<file path="config.mk">
export PLATFORM = sky130hd
export DESIGN_NAME = motor_cmd_spi_rx
export DESIGN_NICKNAME = d
export VERILOG_FILES = /design/src/rtl/motor_cmd_pkg.sv /design/src/rtl/sync_edge_det.sv /design/src/rtl/motor_cmd_spi_rx.sv
export SDC_FILE = /design/constraint.sdc
export NUM_CORES = 1
export LEC_CHECK = 0
export BUFFER_PORTS_ARGS = -buffer_cell sky130_fd_sc_hd__buf_4
export CAP_MARGIN = 20
export CORE_MARGIN = 2
export CORE_UTILIZATION = 60
export CTS_BUF_LIST = sky130_fd_sc_hd__clkbuf_16
export DETAILED_ROUTE_END_ITERATION = 6
export GPL_ROUTABILITY_DRIVEN = 0
export PLACE_DENSITY_LB_ADDON = 0.1
export SLEW_MARGIN = 25
export SYNTH_ARGS = -nofsm -noshare
export SYNTH_HDL_FRONTEND = slang
export SYNTH_SLANG_ARGS = --single-unit
</file>
<file path="constraint.sdc">
create_clock -name clk -period 2.65 [get_ports clk]
set_input_delay 0.53 -clock clk [delete_from_list [all_inputs] [get_ports clk]]
set_output_delay 0.53 -clock clk [all_outputs]
set_load 0.1 [all_outputs]
</file>
<file path="src/rtl/motor_cmd_pkg.sv">
// rtl/motor_cmd_pkg.sv - constants, frame field positions and FSM states for the motor command receiver
package motor_cmd_pkg;

    localparam int DUTY_MAX   = 100;
    localparam int FRAME_BITS = 16;

    // Bit counter stops here so oversized frames stay distinguishable from 16
    localparam logic [4:0] BIT_CNT_SAT = 5'd17;

    localparam int M1_SIGN_BIT = 15;
    localparam int M1_DUTY_MSB = 14;
    localparam int M1_DUTY_LSB = 8;
    localparam int M2_SIGN_BIT = 7;
    localparam int M2_DUTY_MSB = 6;
    localparam int M2_DUTY_LSB = 0;

    typedef enum logic [1:0] {
        IDLE,
        RECV,
        DONE
    } rx_state_t;

    function automatic logic [6:0] sat_duty(input logic [6:0] duty, input logic [6:0] ceil);
        return (duty > ceil) ? ceil : duty;
    endfunction

endpackage

</file>
<file path="src/rtl/sync_edge_det.sv">
// rtl/sync_edge_det.sv - two-flop synchronizer with registered previous value and rise/fall pulses
module sync_edge_det (
    input  logic clk,
    input  logic din,
    output logic sync,
    output logic rise,
    output logic fall
);

    logic meta;
    logic prev;

    // No reset: edges only appear when the pin really toggles, so a level held
    // across reset release (e.g. cs_n already low) never looks like an edge.
    always_ff @(posedge clk) begin
        meta <= din;
        sync <= meta;
        prev <= sync;
    end

    assign rise = sync & ~prev;
    assign fall = ~sync & prev;

endmodule

</file>
<file path="src/rtl/motor_cmd_spi_rx.sv">
// rtl/motor_cmd_spi_rx.sv - SPI slave decoding motor command frames with duty saturation and link watchdog
module motor_cmd_spi_rx #(
    parameter int DUTY_MAX    = motor_cmd_pkg::DUTY_MAX,
    parameter int WDOG_CYCLES = 2_400_000
) (
    input  logic       clk,
    input  logic       reset,
    input  logic       sck,
    input  logic       cs_n,
    input  logic       sdi,
    output logic       motor1_sign,
    output logic [6:0] motor1_upperlimit,
    output logic       motor2_sign,
    output logic [6:0] motor2_upperlimit,
    output logic       load,
    output logic       frame_error,
    output logic       wdog_timeout
);
    import motor_cmd_pkg::*;

    localparam int                WDOG_W    = $clog2(WDOG_CYCLES);
    localparam logic [WDOG_W-1:0] WDOG_LAST = WDOG_W'(WDOG_CYCLES - 1);
    localparam logic [6:0]        DUTY_CEIL = 7'(DUTY_MAX);

    logic                  sck_s, sck_rise, sck_fall;
    logic                  cs_s, cs_rise, cs_fall;
    logic                  sdi_meta, sdi_s;
    rx_state_t             state, state_next;
    logic [FRAME_BITS-1:0] shift_reg;
    logic [4:0]            bit_cnt;
    logic [WDOG_W-1:0]     wdog_cnt;
    logic                  commit;
    logic                  malformed;
    logic                  unused_sync;

    sync_edge_det u_sck_sync (
        .clk  (clk),
        .din  (sck),
        .sync (sck_s),
        .rise (sck_rise),
        .fall (sck_fall)
    );

    sync_edge_det u_cs_sync (
        .clk  (clk),
        .din  (cs_n),
        .sync (cs_s),
        .rise (cs_rise),
        .fall (cs_fall)
    );

    assign unused_sync = &{1'b0, sck_s, sck_fall, cs_s};

    // sdi shares the sck pipeline depth so each sampled bit lines up with sck_rise
    always_ff @(posedge clk) begin
        sdi_meta <= sdi;
        sdi_s    <= sdi_meta;
    end

    always_ff @(posedge clk) begin
        if (reset) begin
            state <= IDLE;
        end else begin
            state <= state_next;
        end
    end

    always_comb begin
        state_next = state;
        case (state)
            IDLE:    if (cs_fall) state_next = RECV;
            RECV:    if (cs_rise) state_next = DONE;
            DONE:    state_next = IDLE;
            default: state_next = IDLE;
        endcase
    end

    always_ff @(posedge clk) begin
        if (reset) begin
            shift_reg <= '0;
            bit_cnt   <= '0;
        end else if (state == IDLE && cs_fall) begin
            shift_reg <= '0;
            bit_cnt   <= '0;
        end else if (state == RECV && sck_rise) begin
            shift_reg <= {shift_reg[FRAME_BITS-2:0], sdi_s};
            bit_cnt   <= (bit_cnt == BIT_CNT_SAT) ? bit_cnt : bit_cnt + 5'd1;
        end
    end

    assign commit    = (state == DONE) && (bit_cnt == 5'(FRAME_BITS));
    assign malformed = (state == DONE) && !commit;

    // A commit always beats a watchdog expiry landing in the same cycle
    always_ff @(posedge clk) begin
        if (reset) begin
            motor1_sign       <= 1'b0;
            motor1_upperlimit <= '0;
            motor2_sign       <= 1'b0;
            motor2_upperlimit <= '0;
            load              <= 1'b0;
            frame_error       <= 1'b0;
            wdog_timeout      <= 1'b0;
            wdog_cnt          <= '0;
        end else begin
            load        <= 1'b0;
            frame_error <= malformed;
            if (commit) begin
                motor1_sign       <= shift_reg[M1_SIGN_BIT];
                motor1_upperlimit <= sat_duty(shift_reg[M1_DUTY_MSB:M1_DUTY_LSB], DUTY_CEIL);
                motor2_sign       <= shift_reg[M2_SIGN_BIT];
                motor2_upperlimit <= sat_duty(shift_reg[M2_DUTY_MSB:M2_DUTY_LSB], DUTY_CEIL);
                load              <= 1'b1;
                wdog_timeout      <= 1'b0;
                wdog_cnt          <= '0;
            end else if (wdog_cnt != WDOG_LAST) begin
                wdog_cnt <= wdog_cnt + 1'b1;
            end else if (!wdog_timeout) begin
                motor1_upperlimit <= '0;
                motor2_upperlimit <= '0;
                load              <= 1'b1;
                wdog_timeout      <= 1'b1;
            end
        end
    end

endmodule

</file>
# Word level (Yosys, flattened, before mapping)

Index checks and enable logic that the tools add are counted.

Bitwise operators: 7
Order comparisons: 2
Multiplexer cells: 12
Eq/ne operators: 9
Reduce and logical (&&, ||, !) cells: 11
Add/subtract/negate cells: 2

Operators by type and width:

| kind                    | number |
|---|---|
| $mux W7                 | 6 |
| $add A22 B1 Y22 const B | 1 |
| $ne A22 B22 Y1 const B  | 1 |
| $gt A7 B7 Y1 const B    | 2 |
| $eq A5 B5 Y1 const B    | 2 |
| $ne A2 B2 Y1 const B    | 3 |
| $reduce_and A2 Y1       | 3 |
| $add A5 B1 Y5 const B   | 1 |
| $logic_and A1 B1 Y1     | 4 |
| $mux W2                 | 2 |
| $not A1 Y1              | 4 |
| $pmux W2 S2             | 1 |
| $reduce_or A2 Y1        | 2 |
| $and A1 B1 Y1           | 3 |
| $mux W1                 | 3 |
| $eq A2 B1 Y1 const B    | 1 |
| $eq A2 B2 Y1 const B    | 1 |
| $logic_not A2 Y1        | 1 |
| $ne A2 B1 Y1 const B    | 1 |
| $logic_not A1 Y1        | 1 |

Logic and storage cells: 62
Register bits after elaboration: 72
Bits of input ports: 5
Output and inout bits: 19

# Depth between registers and ports, before layout

Word-level depth: 4
Gate-level depth with buffers: 7
Gate-level depth less buffers: 6

# Modules after synthesis

A second synthesis with hierarchy kept.

Cells, all modules: 349
Area total of the unflattened synthesis: 3021.6 um2

By module, submodules not included:

| module           | sequential area each (um2) | area an instance (um2) | cells each | instances |
|---|---|---|---|---|
| motor_cmd_spi_rx | 1321.3                     | 2871.5                 | 339        | 1 |
| sync_edge_det    | 60.1                       | 75.1                   | 5          | 2 |

# Worst setup path before layout

No wires, ideal clock.

Path kind: register to register
From: register bit_cnt[0]
To: register wdog_cnt[6]
Data required time: 2.576 ns
Buffers on the path: 1
Arrival: 1.649 ns
Cell stages (with the launch flop): 8
Period minus slack after synthesis: 1.723 ns
Setup time: 0.074 ns
Setup slack: 0.927 ns
Cell sequence: dfxtp_1 -> inv_1 -> ha_1 -> and4bb_2 -> a21oi_1 -> buf_4 -> o21ai_0 -> a31oi_1

Word-level cells in the longest chain between the ends: 3

Ends and longest elaborated chain:

| what                       | line                    | RTL |
|---|---|---|
| start, declared            | motor_cmd_spi_rx.sv:30  | `logic [4:0] bit_cnt;` |
| start signal, assigned     | motor_cmd_spi_rx.sv:87  | `bit_cnt <= (bit_cnt == BIT_CNT_SAT) ? bit_cnt : bit_cnt + 5'd1;` |
| $eq A5 B5 Y1               | motor_cmd_spi_rx.sv:91  | `assign commit = (state == DONE) && (bit_cnt == 5'(FRAME_BITS));` |
| $logic_and A1 B1 Y1        | motor_cmd_spi_rx.sv:91  |  |
| $reduce_or A2 Y1 (no line) | --                      |  |
| end signal, assigned       | motor_cmd_spi_rx.sv:117 | `wdog_cnt <= wdog_cnt + 1'b1;` |
| end, declared              | motor_cmd_spi_rx.sv:31  | `logic [WDOG_W-1:0] wdog_cnt;` |

No other way between the ends.
A chain may end at the register's enable or synchronous reset.

# Worst setup path after layout

From: register wdog_cnt[0]
To: register motor1_upperlimit[4]

Word-level cells in the longest chain between the ends: 3

Ends and longest elaborated chain:

| what                        | line                    | RTL |
|---|---|---|
| $ne A22 B22 Y1              | motor_cmd_spi_rx.sv:116 | `end else if (wdog_cnt != WDOG_LAST) begin` |
| $ne A2 B2 Y1 (no line)      | --                      |  |
| $reduce_and A2 Y1 (no line) | --                      |  |
| end signal, assigned        | motor_cmd_spi_rx.sv:110 | `motor1_upperlimit <= sat_duty(shift_reg[M1_DUTY_MSB:M1_DUTY_LSB], DUTY_CEIL);` |
| end, declared               | motor_cmd_spi_rx.sv:12  | `output logic [6:0] motor1_upperlimit,` |

No other way between the ends.

==> run metrics <==
crit-path max FO 14; register area share after synthesis 48.2%; count leader, synth dfxtp_1; first-pass GRT wire length slightly above 10000 um; total track usage between 20% and 30%; # IOs 24; skew final about 0.0066 ns; warnings from Yosys 0; Netlist cell types 49; Max Fclk between 400 and 500 MHz; Num CTS Buffers 9; CTS tree yes; post-DP HPWL around 4100 um; Final #Nets roughly 360; RSZ-0062 raised after global routing false; IO buf count 23; EDFF count, synth 0; vias per cell slightly below 6; Setup violations, final 0; Final Hold Fails 0; Peak supply drop roughly 0.4 mV; largest net degree at the start of global routing 26; die area 0.00556 mm^2; postcts setup bufs 0; fraction of layout cells with a size suffix above 1 13.6%; Seq cells post-synth between 70 and 80; Clk Latency, worst-skew pair 0.32 ns; Synth top cells by count 72 x dfxtp_1, 53 x nand2_1, 37 x a21oi_1; max_slew headroom around 57%; Synth top area share slightly below 50%; Sink Count 72; Avg WL per Cell roughly 15 um; CTS resizes 0; Async SR Flop Fraction 0%; post-synth design cell area between 0.002 and 0.003 mm^2; CTS Buffer Depth 2; vias 2510; CP required 2.86 ns; max reg flops 22; CP startpoint kind flop; critical path arrival approximately 2.2 ns; Final Instance Area roughly 0.0035 mm^2; Finished Core Util about three quarters; Synth Area per Inst roughly 8.9 um^2; # diodes 0; top area cells in the synthesized netlist dfxtp_1 48%, nand2_1 6.7%, a21oi_1 6.2%, mux2i_1 2.0%, nor2_1 1.9%; final worst-path cycle share around 76%; TNS Setup 0 ns; CP endpoint kind flop; Hold Crit Class in -> reg; final wirelength 6390 um; Leakage Power about 1.2 nW; core area 0.00475 mm^2; Die Wd around 75 um; die height around 75 um; First-pass DRT Iterations 4; vias in the first global route about 2300; final antenna-violating net count 0; maxcap violations 0; Initial Util between 60 and 70%; Synth Net Count ~340; Synth-to-Final Area Change 17.5%; clock slew at reported path FFs about 0.06 ns; initial antenna violation count 0; Placed Area around 0.0032 mm^2; post-synth top area cell dfxtp_1; total congestion overflow 0; minimum clock period about 2.0 ns; outcome complete, no violations; post-route DRC violation count 0; FP Rows 25; H-tree lvl count 3; crit path kind reg -> reg; ys flop type dfxtp_1; Post-Synthesis Cells between 300 and 400; Worst-Margin Slew ~0.63 ns; root buf cell clkbuf_16; PwrDens around 680 mW/mm^2; Post-CTS Hold Buffers 0; final slew viol count 0; initial DRC count 140
## cell usage in the layout, fill, tap and decap left out, drive strengths merged, types with 2 or more instances in the layout
| master | n |
|---|---|
| nor3 | 12 |
| and3 | 5 |
| o311ai | 5 |
| or4 | 6 |
| ha | 4 |
| and2 | 3 |
| nand3b | 6 |
| clkinv | 2 |
| nand3 | 9 |
| dfxtp | 72 |
| o21ai | 8 |
| o32ai | 5 |
| and4 | 5 |
| or3 | 2 |
| a21oi | 37 |
| o31ai | 6 |
| nor2 | 15 |
| xor2 | 4 |
| buf | 28 |
| nor3b | 2 |
| and4bb | 2 |
| xnor2 | 4 |
| nand4 | 8 |
| a31oi | 3 |
| a32o | 4 |
| bufinv | 2 |
| nand2b | 6 |
| nand2 | 53 |
| clkbuf | 9 |
| inv | 13 |
| mux2i | 6 |
## critical path: stages (launching register included)
cell and delay, ns:
dfxtp_1 0.41, ha_1 0.24, and3_1 0.25, nand2_1 0.29
or3_4 0.45, a32o_1 0.25
## logic make-up after synthesis
family | synth area share [%]
buf+inv | 3.98
compound gates | 16.2
xor+xnor | 2.34
simple gates | 25.2
fa+ha+maj | 2.01
mux | 2.01
flops | 48.2
## final timing paths
path / from / end / slack, ns / cells after the start
setup reg to reg: wdog_cnt[0] / motor1_upperlimit[4] / 0.63 / 5
setup / recovery: wdog_cnt[0] / motor1_upperlimit[4] / 0.63 / 5
hold / removal: sdi / sdi_meta / 0.31 / 1
hold reg to reg: u_cs_sync.meta / u_cs_sync.sync / 0.33 / 0
## power breakdown
group / total (mW) / internal, mW / switching, mW
logic: 0.0523 / 0.0192 / 0.0332
registers: 1.11 / 1.10 / 0.0106
clock network: 1.23 / 0.808 / 0.425
total: 2.39 / 1.92 / 0.469
## per-stage QoR
step	cells	hold WS, ns	setup WS (ns)	power [mW]
after floorplan	334	0.310	0.927	1.16
after global placement	411	0.310	0.785	1.18
after global routing	427	0.304	0.467	2.45
after CTS	427	0.307	0.662	2.40
final	427	0.310	0.631	2.39
after detailed placement	411	0.317	0.701	1.18
## per-layer routing
| layer | vias up | global-route usage [%] | wire, um |
|---|---|---|---|
| met3 | 5 | 5.42 | 229 |
| met1 | 1212 | 30.5 | 2940 |
| li1 | 1253 | - | - |
| met2 | 40 | 39.9 | 3170 |
| met4 | 0 | 12.5 | 50 |
| met5 | - | 0 | 0 |
## area by class of cell
cell class                      instances  area (um^2)
Multi-Input combinational cell        234         1430
Clock inverter                          7         80.1
Clock buffer                            9          225
Inverter                               10         37.5
Tap cell                               67         83.8
Timing Repair Buffer                   28          210
Fill cell                             356         1240
Sequential cell                        72         1440
Note: power is estimated with default switching activity, not from simulation.
